## src/rtl/regfile_seq_ctrl.sv

```systemverilog
// Stage sequencer (IF/ID/EX/MEM/WB) and regfile write-port arbiter.
// While halted, the write port is lent to the debug/loader interface.
module regfile_seq_ctrl #(
    parameter int XLEN      = 64,
    parameter int CNT_W     = 32,
    parameter int MAX_WAIT  = 15,
    parameter int RESET_RUN = 0
) (
    input  logic             clk,
    input  logic             rst,
    input  logic             run,
    input  logic             halt_req,
    input  logic             imem_ready,
    input  logic             dmem_ready,
    input  logic             is_mem,
    input  logic             core_we,
    input  logic [4:0]       core_rd,
    input  logic [XLEN-1:0]  core_wval,
    input  logic             dbg_req,
    input  logic [4:0]       dbg_rd,
    input  logic [XLEN-1:0]  dbg_wval,
    output logic             dbg_ack,
    output logic [2:0]       counter,
    output logic             rf_we,
    output logic [4:0]       rf_rd,
    output logic [XLEN-1:0]  rf_wval,
    output logic             halted,
    output logic             err,
    output logic [CNT_W-1:0] instr_cnt
);

    localparam logic [2:0] S_IF   = 3'd0;
    localparam logic [2:0] S_ID   = 3'd1;
    localparam logic [2:0] S_EX   = 3'd2;
    localparam logic [2:0] S_MEM  = 3'd3;
    localparam logic [2:0] S_WB   = 3'd4;
    localparam logic [2:0] S_HALT = 3'd5;

    localparam int               WAIT_W   = $clog2(MAX_WAIT + 1);
    localparam logic [WAIT_W-1:0] WAIT_LIM = WAIT_W'(MAX_WAIT);
    localparam logic [2:0]       S_RESET  = (RESET_RUN != 0) ? S_IF : S_HALT;
    localparam logic             HALTED_RESET = (RESET_RUN != 0) ? 1'b0 : 1'b1;

    logic [2:0]        state_r;
    logic [2:0]        state_nxt;
    logic [WAIT_W-1:0] wait_cnt_r;
    logic [WAIT_W-1:0] wait_cnt_nxt;
    logic              err_r;
    logic              err_nxt;
    logic              is_mem_r;
    logic              is_mem_nxt;
    logic              halt_pend_r;
    logic              halt_pend_nxt;
    logic              halted_r;
    logic [CNT_W-1:0]  instr_cnt_r;
    logic [CNT_W-1:0]  instr_cnt_nxt;
    logic              dbg_grant;

    assign dbg_grant = (state_r == S_HALT) & dbg_req;

    // Next-state, stall/timeout and retirement bookkeeping
    always_comb begin
        state_nxt     = state_r;
        wait_cnt_nxt  = wait_cnt_r;
        err_nxt       = err_r;
        is_mem_nxt    = is_mem_r;
        instr_cnt_nxt = instr_cnt_r;
        case (state_r)
            S_HALT: begin
                if (dbg_req) begin
                    state_nxt = S_HALT;
                end else if (halt_req) begin
                    state_nxt = S_HALT;
                end else if (run) begin
                    state_nxt    = S_IF;
                    err_nxt      = 1'b0;
                    wait_cnt_nxt = {WAIT_W{1'b0}};
                end else begin
                    state_nxt = S_HALT;
                end
            end
            S_IF: begin
                if (imem_ready) begin
                    state_nxt    = S_ID;
                    wait_cnt_nxt = {WAIT_W{1'b0}};
                end else if (wait_cnt_r == WAIT_LIM) begin
                    state_nxt    = S_HALT;
                    err_nxt      = 1'b1;
                    wait_cnt_nxt = {WAIT_W{1'b0}};
                end else begin
                    wait_cnt_nxt = wait_cnt_r + WAIT_W'(1);
                end
            end
            S_ID: begin
                is_mem_nxt = is_mem;
                state_nxt  = S_EX;
            end
            S_EX: begin
                state_nxt = S_MEM;
            end
            S_MEM: begin
                if (!is_mem_r) begin
                    state_nxt = S_WB;
                end else if (dmem_ready) begin
                    state_nxt    = S_WB;
                    wait_cnt_nxt = {WAIT_W{1'b0}};
                end else if (wait_cnt_r == WAIT_LIM) begin
                    state_nxt    = S_HALT;
                    err_nxt      = 1'b1;
                    wait_cnt_nxt = {WAIT_W{1'b0}};
                end else begin
                    wait_cnt_nxt = wait_cnt_r + WAIT_W'(1);
                end
            end
            S_WB: begin
                instr_cnt_nxt = instr_cnt_r + CNT_W'(1);
                if (halt_req | halt_pend_r) begin
                    state_nxt = S_HALT;
                end else begin
                    state_nxt = S_IF;
                end
            end
            default: begin
                state_nxt    = S_HALT;
                wait_cnt_nxt = {WAIT_W{1'b0}};
            end
        endcase
    end

    // A halt request seen mid-instruction is remembered until the instruction retires
    always_comb begin
        if (state_nxt == S_HALT) begin
            halt_pend_nxt = 1'b0;
        end else begin
            halt_pend_nxt = halt_pend_r | halt_req;
        end
    end

    // Sequencer state registers
    always_ff @(posedge clk or posedge rst) begin
        if (rst) begin
            state_r     <= S_RESET;
            wait_cnt_r  <= {WAIT_W{1'b0}};
            err_r       <= 1'b0;
            is_mem_r    <= 1'b0;
            halt_pend_r <= 1'b0;
            halted_r    <= HALTED_RESET;
            instr_cnt_r <= {CNT_W{1'b0}};
        end else begin
            state_r     <= state_nxt;
            wait_cnt_r  <= wait_cnt_nxt;
            err_r       <= err_nxt;
            is_mem_r    <= is_mem_nxt;
            halt_pend_r <= halt_pend_nxt;
            halted_r    <= (state_nxt == S_HALT);
            instr_cnt_r <= instr_cnt_nxt;
        end
    end

    // Write-port mux: debug only while halted, core only in WB
    always_comb begin
        if (dbg_grant) begin
            dbg_ack = 1'b1;
            rf_we   = (dbg_rd != 5'd0);
            rf_rd   = dbg_rd;
            rf_wval = dbg_wval;
        end else if (state_r == S_WB) begin
            dbg_ack = 1'b0;
            rf_we   = core_we & (core_rd != 5'd0);
            rf_rd   = core_rd;
            rf_wval = core_wval;
        end else begin
            dbg_ack = 1'b0;
            rf_we   = 1'b0;
            rf_rd   = 5'd0;
            rf_wval = {XLEN{1'b0}};
        end
    end

    // A debug grant presents itself to the regfile as a WB-stage write
    assign counter   = dbg_grant ? 3'd4 : state_r;
    assign halted    = halted_r;
    assign err       = err_r;
    assign instr_cnt = instr_cnt_r;

endmodule

```

## config.mk

```make
export PLATFORM = sky130hd
export DESIGN_NAME = regfile_seq_ctrl
export DESIGN_NICKNAME = d
export VERILOG_FILES = /design/src/rtl/regfile_seq_ctrl.sv
export SDC_FILE = /design/constraint.sdc
export NUM_CORES = 1
export LEC_CHECK = 0
export BUFFER_PORTS_ARGS = -buffer_cell sky130_fd_sc_hd__buf_2
export CORE_AREA = 2 2 100 102
export CTS_BUF_LIST = sky130_fd_sc_hd__clkbuf_16
export CTS_CLUSTER_SIZE = 10
export DETAILED_ROUTE_END_ITERATION = 10
export DIE_AREA = 0 0 102 104
export PLACE_DENSITY = 0.7
export SLEW_MARGIN = 20
export SYNTH_ARGS = -nofsm -noshare
export SYNTH_HDL_FRONTEND = slang
export SYNTH_SLANG_ARGS = --single-unit
```

## constraint.sdc

```tcl
create_clock -name clk -period 2.1 [get_ports clk]
set_input_delay 0.42 -clock clk [delete_from_list [all_inputs] [get_ports clk]]
set_output_delay 0.42 -clock clk [all_outputs]
set_load 0.03 [all_outputs]
```

After elaboration in Yosys (flattened, before gate mapping)
Index checks and enable logic that the tools add are counted.
- output and inout port bits: 108
- logic and storage cells: 67
- bits in writable memories: 0
- bits in latches: 0
- memory bits (read-only): 0
- memories kept: 0
- bits in registers: 43
- muxes and demuxes: 34
- $lt $le $gt $ge: 0
- add/subtract/negate cells: 2
- eq/ne operators: 13
- bitwise logic cells: 4
- reductions and logical operators: 7
- divide/modulo/power cells: 0
- $mul: 0
- shifts and indexed selects: 0
- operators with widths (kind ; number):
    $mux 64 ; 2
    $add 32x1->32 const B ; 1
    $mux 4 ; 7
    $mux 3 ; 9
    $pmux 3 s6 ; 1
    $pmux 4 s4 ; 1
    $ne 2x2->1 const B ; 6
    $mux 1 ; 11
    $mux 5 ; 2
    $reduce_bool 5->1 ; 2
    $eq 3x3->1 const B ; 3
    $reduce_and 7->1 ; 1
    $eq 3x2->1 const B ; 2
    $reduce_and 5->1 ; 1
    $add 4x1->4 const B ; 1
    $eq 4x4->1 const B ; 1
    $eq 3x1->1 const B ; 1
    $logic_not 3->1 ; 1
    $pmux 1 s3 ; 1
    $reduce_bool 3->1 ; 1
    $reduce_or 3->1 ; 1
    $and 1x1->1 ; 2
    $not 1->1 ; 1
    $or 1x1->1 ; 1

Depth between registers and ports, before layout
Gate-level depths: netlist (run 1).
- word-level depth: 7
- mapped depth: 7

Least setup slack after synthesis (run 1)
Ideal clock, no wire load.
- path type: register -> output
- start point: reg state_r[0]
- end point: out rf_we
- buffers on the path: 3
- stages on the path, launching flop included: 8
- setup slack: -420 ps
- data arrival time: 2100 ps
- path through: dfstp_2 > clkbuf_1 > and3b_1 > and2_1 > buf_2 > clkbuf_1 > o21ai_0 > nand2_1
- word-level cells in the longest chain between the ends: 3
- elaborated cells on any way between the ends: 5
- those cells by class: 2 x eq/ne; 2 x mux; 1 x bitwise
- ends and longest elaborated chain (item ; line ; source):
    start, declared ; 44 ; logic [2:0] state_r;
    start signal, assigned ; 150 ; state_r <= state_nxt;
    $eq 3x3->1, on equally long branches ; 167, 59 ;
    $mux 1 / $and 1x1->1 (equally long branches) ; 167, 59 ;
    $mux 1 * ; 162 ; if (dbg_grant) begin
    end, declared ; 24 ; output logic rf_we,
Every way passes the cells marked *; elsewhere a longest branch is shown, timed or not.

Worst setup path after layout (run 1)
Same ends and word-level chain as after synthesis.

==> results of run 1 <==
[cell usage after synthesis, types with 2 or more instances]
library cell and instances:
a22o_1 69, dfrtp_1 40, xor2_1 17, clkbuf_1 16, nand2_1 16, nand3_1 14
xnor2_1 14, buf_2 10, nor2_1 9, inv_1 7, nor3_1 7, o21ai_0 6
a21oi_1 5, and3_1 5, nand4_1 5, nor4_2 5, a31oi_1 3, and2_1 3
dfstp_2 3, nand2b_1 3, and4_1 2, ha_1 2, mux2_2 2, nor2b_1 2
nor3_2 2, nor4_1 2, or3_1 2, or4_1 2
[cell families (layout without fill, tap and decap cells)]
logic type	Yosys count	count (layout)	synth area share [%]
buffers and inverters	35	291	5.209
flip-flops	43	43	37.15
multiplexers	2	2	0.7748
AND/OR/NAND/NOR	91	91	19.85
other	0	1	0
AO/OA/AOI/OAI	95	95	26.82
XOR/XNOR	31	31	9.341
adder cells (fa/ha/maj)	2	2	0.8608
[where the power goes]
part | internal [mW] | switching, mW | total [mW] | leakage [nW]
registers | 0.955 | 0.102 | 1.06 | 0.575
logic | 1.54 | 1.81 | 3.36 | 2.23
clock network | 0.561 | 0.334 | 0.896 | 0.0838
[path summary, 6_finish.rpt]
path | endpoint | slack [ns] | depth (start not counted)
hold reg to reg | instr_cnt[31] | 0.48 | 1
max in group asynchronous | state_r[2] | 1.44 | 3
hold / removal | instr_cnt[15] | 0.26 | 3
min in group clk | is_mem_r | 0.37 | 2
setup / recovery | rf_we | -0.12 | 6
setup reg to reg | instr_cnt[20] | 0.14 | 5
[worst min-delay path: stages]
cell   delay, ns
buf_2       0.09
inv_1       0.04
buf_4       0.45
[metrics by stage]
step	instances	power [mW]	setup TNS [ns]
3_3_place_gp	668	3.587	0
4_1_cts	682	5.000	-6.004
3_5_place_dp	668	3.608	0
5_1_grt	689	5.547	-8.685
6_report	689	5.309	-4.778
2_1_floorplan	299	2.801	-0.3304
[registers in the layout (all words and copies together) (netlist names)]
signal,count
instr_cnt,32
wait_cnt_r,4
state_r,3
err,1
halt_pend_r,1
halted,1
is_mem_r,1
[final cells by class]
class / count / area, um2 / share of cell area [%]
repair buffers: 276 / 2058 / 37.31
multi-input cells: 221 / 2014 / 36.52
flip-flops and latches: 43 / 1080 / 19.57
well taps: 133 / 166.4 / 3.017
clock buffers: 5 / 125.1 / 2.268
clock inverters: 3 / 43.79 / 0.7938
inverters: 7 / 26.28 / 0.4763
diodes: 1 / 2.502 / 0.04536
[routing by layer]
layer / GRT usage (%) / share of wire, % / up-vias / wire [um]
li1: - / - / 1655 / -
met1: 37.76 / 45 / 1722 / 6760
met2: 38.72 / 44 / 204 / 6646
met3: 6.788 / 8.5 / 22 / 1270
met4: 6.381 / 2.2 / 0 / 325
met5: 0 / 0 / - / 0
[layout by cell type, fill, tap and decap left out, types with 2 or more instances in the layout]
master / instances
a21oi_1: 5
a22o_2: 35
a22o_4: 33
a31oi_1: 3
and2_4: 2
and3_1: 5
and4_1: 2
buf_12: 4
buf_16: 4
buf_2: 182
buf_4: 16
buf_6: 65
buf_8: 2
clkbuf_16: 8
dfrtp_1: 40
dfstp_2: 3
ha_1: 2
inv_1: 7
mux2_2: 2
nand2_1: 16
nand2b_1: 3
nand3_1: 14
nand4_1: 5
nor2_1: 9
nor2b_1: 2
nor3_1: 7
nor3_2: 2
nor4_1: 2
nor4_2: 5
o21ai_0: 6
or3_1: 2
or4_1: 2
xnor2_1: 14
xor2_1: 17
[what timing repair did]
item / 4_1_cts / 5_1_grt
pin swaps: 2 / 3
buffers inserted: 3 / 3
setup endpoints to repair: 72 / 73
hold endpoints to repair: 0 / 0
gates resized for setup: 132 / 49
gates cloned: 3 / 3
==> out/metrics.cfg, run 1 <==
[critical_path]
crit_required_ns = 1.68
worstSetupStartpointType = register
path_delay_family = flip-flops
endpoint_kind = output port
path_cells = and3b_2, and2_4, buf_12, o21ai_0, nand2_1, buf_6
critPathArrivalTime_ns = 1.80
cp_slowest_stage_delay_ns = 0.55
cp-startpoint = state_r[0]
path_max_fanout = 15
crit_slowest_cell = dfstp_2
crit_type = reg -> out
r2r_start = state_r[2]
path_buf_inv = 2

[clock_tree]
hold_buffers = 0
clockBufferDepth = 2
cts_buffers = 5
clock-sinks = 43
clock-root-buffer = clkbuf_16
cts.clk_slew.worst_paths_ns = 0.06
cts_tree = yes
clock_latency_ns = 0.29
htreeDepth = 2

[synth]
synth_area_mm2 = 0.002907
async_flop_share_pct = 100.0
ys_seq_area_share_pct = 37.15
synth_flop_cell = dfrtp_1
syn_avg_cell_area_um2 = 9.721
synth_cell_type_count = 54
synth_area_leaders = dfrtp_1 34%, a22o_1 21%, xor2_1 5.1%
syn-num-nets = 448
ys_ff_latch = 43
synth_edf_count = 0
yosysWarnings = 0
synthCells = 299
synth_largest_area_cell = dfrtp_1
synth_top_area_share_pct = 34.44

[detailed_routing]
drc = 0
wl_per_cell_um = 21.77
avgViaCountPerCell = 5.229
wl_um = 15000
ant_nets = 0
vias = 3603
drt_iter0_markers = 180
dr.pass1.iters = 4

[timing]
max_slew_margin_pct = 61.99
fin_ws_ns = -0.1186
period_share_pct = 105.6
period_minus_slack_ns = 2.219
worst_clock_skew_ns = 0.005566
setup_viol = 71
worst_pin_slew_ns = 0.5702
hold_viol_final = 0
rsz0062_at_grt = yes
final_max_slew_viol_count = 0
whs_ns = 0.2594
fmax_ghz = 0.4507

[final_layout]
fin_area_mm2 = 0.005517
drive_above_1_share_pct = 67.75
nets = 703
final_util_pct = 57.77
nFillCells = 881
area_delta_synth_final_pct = 89.80

[floorplanning]
io_pins = 255
rows = 36
coreArea_mm2 = 0.009549
fp.dieH_um = 104
dieWidth_um = 102
die_area_mm2 = 0.01061
start_util_pct = 30.44

[placed_design]
dp_slack_ns = 0.02515
dp_hpwl_um = 11170
gp_congestion = 1.064
placedInstanceArea_mm2 = 0.004459
portBuffers = 254

[outcome]
violations = negative setup slack
status = complete, but fails checks

[global_route]
grt_overflow_total = 0
antenna_found_initial = 1
grt_pass1_wl_um = 20830
gr-usage-all-layers_pct = 26.12
grt_start_max_net_pins = 44
grt_pass1_vias = 3523

[power]
power.leakage_nw = 2.892
pwr_density_cell_mw_per_mm2 = 962.4
ir_drop_mv = 0.6642

[flow_run]
maxCapViolations = 0

[worst_hold_path]
holdCritPathClass = in -> async

Note: power is estimated with default switching activity, not from simulation.
==> run 2, diff against run 1 <==
--- a/config.mk
+++ b/config.mk
@@ -6,12 +6,13 @@
 export NUM_CORES = 1
 export LEC_CHECK = 0
 export BUFFER_PORTS_ARGS = -buffer_cell sky130_fd_sc_hd__buf_2
-export CORE_AREA = 2 2 100 102
+export CORE_AREA = 2 2 99 101
 export CTS_BUF_LIST = sky130_fd_sc_hd__clkbuf_16
 export CTS_CLUSTER_SIZE = 10
 export DETAILED_ROUTE_END_ITERATION = 10
-export DIE_AREA = 0 0 102 104
-export PLACE_DENSITY = 0.7
+export DIE_AREA = 0 0 101 103
+export PLACE_DENSITY = 0.68
+export RECOVER_POWER = 50
 export SLEW_MARGIN = 20
 export SYNTH_ARGS = -nofsm -noshare
 export SYNTH_HDL_FRONTEND = slang
==> constraint.sdc (replaced) <==
create_clock -name clk -period 2.4 [get_ports clk]
set_input_delay 0.48 -clock clk [delete_from_list [all_inputs] [get_ports clk]]
set_output_delay 0.48 -clock clk [all_outputs]
set_load 0.03 [all_outputs]
==> out/metrics.cfg, run 2 (synthesis results as in run 1) <==
[outcome]
status = completed

[critical_path]
worstSetupStartpointType = register
critPathArrivalTime_ns = 1.89  ; +0.09 ns
crit_required_ns = 1.92  ; +0.24 ns
path_cells = and3b_2, and2_4, buf_12, clkbuf_16, a22o_1, buf_2
r2r_start = state_r[2]
cp_slowest_stage_delay_ns = 0.55  ; about the same
r2r_end = instr_cnt[20]
reg2reg_setup_slack_ns = 0.35  ; +0.21 ns
path_max_fanout = 18  ; +3
path_buf_inv = 3  ; +1
crit_type = reg -> out
path_depth = 6  ; unchanged
path_delay_family = flip-flops
cp-startpoint = state_r[0]
endpoint = rf_wval[17]
crit_slowest_cell = dfstp_2
endpoint_kind = output port
reg2reg_depth = 5  ; unchanged

[final_layout]
area_delta_synth_final_pct = 65.43
final-seq-area_mm2 = 0.001080  ; unchanged
multi_input_area_mm2 = 0.001752  ; -13%
diodes = 0  ; -1
final_cells = 663  ; -3.8%
nets = 697  ; -0.85%
final_util_pct = 50.83  ; -6.9 points
largest_reg_flops = 32  ; unchanged
drive_above_1_share_pct = 50.82  ; -17 points
final_cell_mix = 170 x buf_2, 61 x a22o_1, 40 x dfrtp_1
nFillCells = 907  ; +3.0%
final_common_cell = buf_2

[floorplanning]
start_util_pct = 30.73  ; +0.29 points
fp.dieH_um = 103  ; -0.96%
io_pins = 255  ; unchanged
coreArea_mm2 = 0.009459  ; -0.94%
dieWidth_um = 101  ; -0.98%
rows = 36  ; unchanged
die_area_mm2 = 0.01040  ; -1.9%

[clock_tree]
htreeDepth = 2  ; unchanged
clock_latency_ns = 0.28  ; about the same
cts_buffers = 5  ; unchanged
clock-sinks = 43  ; unchanged
cts_tree = yes
hold_buffers = 0  ; unchanged
cts.clk_slew.worst_paths_ns = 0.06  ; about the same
clock-root-buffer = clkbuf_16
clockBufferDepth = 2  ; unchanged

[power]
pwr-share-seq_pct = 22.1  ; +2.2 points
p_clk_share_pct = 18.4  ; +1.5 points
ir_drop_mv = 0.5318  ; -20%
p_sw_mw = 1.876  ; -17%
fin_total_pwr_mw = 4.187  ; -21%
switching_share_pct = 44.80  ; +2.4 points
combPwrFrac_pct = 59.5  ; -3.7 points
p_int_mw = 2.311  ; -24%
power.leakage_nw = 2.491  ; -14%
pwr_density_cell_mw_per_mm2 = 870.7  ; -9.5%

[timing]
worst_clock_skew_ns = 0.002443  ; -0.003123 ns
final_max_slew_viol_count = 0  ; unchanged
rsz0062_at_grt = yes
setup_viol = 0  ; -100%
period_minus_slack_ns = 2.369
fmax_ghz = 0.4222
max_slew_margin_pct = 28.36  ; -34 points
worst_pin_slew_ns = 1.075  ; +0.5045 ns
period_share_pct = 98.70
hold_viol_final = 0  ; unchanged

[detailed_routing]
vias = 3670  ; +1.9%
wl_per_cell_um = 23.06  ; +5.9%
dr.pass1.iters = 5  ; +1
ant_nets = 0  ; unchanged
avgViaCountPerCell = 5.535  ; +5.9%
drt_iter0_markers = 111  ; -38%
wl_um = 15290  ; +1.9%
drc = 0  ; unchanged

[placed_design]
gp_congestion = 0.9813  ; -7.8%
placed_cells = 647  ; -3.1%
dp_hpwl_um = 11820  ; +5.8%
portBuffers = 254  ; unchanged

[global_route]
grt_pass1_vias = 3390  ; -3.8%
grt_start_max_net_pins = 44  ; unchanged
antenna_found_initial = 0  ; -1
gr-usage-all-layers_pct = 26.62  ; +0.50 points
grt_overflow_total = 0  ; unchanged
grt_pass1_wl_um = 19820  ; -4.8%

[worst_hold_path]
holdCritPathClass = in -> reg

[flow_run]
maxCapViolations = 0  ; unchanged

run 2: cell count changes in the layout (fill, tap and decap cells not counted), sizes merged:
| cell | delta |
|---|---|
| diode | -1 |
| clkbuf | +49 |
| buf | -55 |
run 2: cell type report:
class	count	area share, %
Inverter	7	0.5464
Tap cell	114	2.966
Sequential cell	43	22.46
Clock buffer	5	2.602
Multi-Input combinational cell	221	36.43
Clock inverter	3	0.9107
Timing Repair Buffer	270	34.09
run 2: worst min path at each step:
stage / startpoint / to / slack [ns] / cells after the start
2_1_floorplan: halt_pend_r / halt_pend_r / 0.49 / 2
3_3_place_gp: instr_cnt[31] / instr_cnt[31] / 0.45 / 1
5_1_grt: is_mem / is_mem_r / 0.44 / 2
6_report: is_mem / is_mem_r / 0.43 / 2
3_5_place_dp: instr_cnt[31] / instr_cnt[31] / 0.47 / 1
4_1_cts: rst / instr_cnt[14] / 0.35 / 3
run 2: per-layer routing:
metal	track usage, %	vias to the layer above	wire (um)
li1	-	1642	-
met1	27.01	1760	5038
met2	45.23	204	7632
met3	4.949	64	869
met4	26.92	0	1748
met5	0	-	0
run 2: power groups by stage:
stage,sequential [mW],clock (mW),combinational [mW]
floorplan,1.00,0,1.35
global placement,0.939,0,2.14
detailed placement,0.943,0,2.15
CTS,0.924,0.786,2.36
global route,0.944,0.820,2.60
finish,0.926,0.770,2.49
run 2: worst reg2reg max path, delay by kind of cell (launching register included):
kind                      cells  cell delay [ns]
xor gates and xnor gates      1             0.18
buffers and inverters         1             0.17
DFF                           1             0.55
and+or+nand+nor               3             1.07
run 2: through the flow:
stage | hold slack, ns | setup TNS (ns) | cell area (um2) | setup WS (ns)
floorplan | 0.4935 | 0 | 2908 | 0.07334
global placement | 0.4540 | 0 | 4283 | 0.1563
detailed placement | 0.4696 | 0 | 4283 | 0.1217
global route | 0.4410 | -0.02734 | 4808 | -0.01678
CTS | 0.3519 | 0 | 4671 | 0.004166
finish | 0.4302 | 0 | 4808 | 0.03125
run 2: repair_timing:
item	CTS	global route
cloned	3	2
gates resized for setup	32	57
endpoints found under the setup margin	70	29
buffers inserted	2	1
pin swaps	0	3
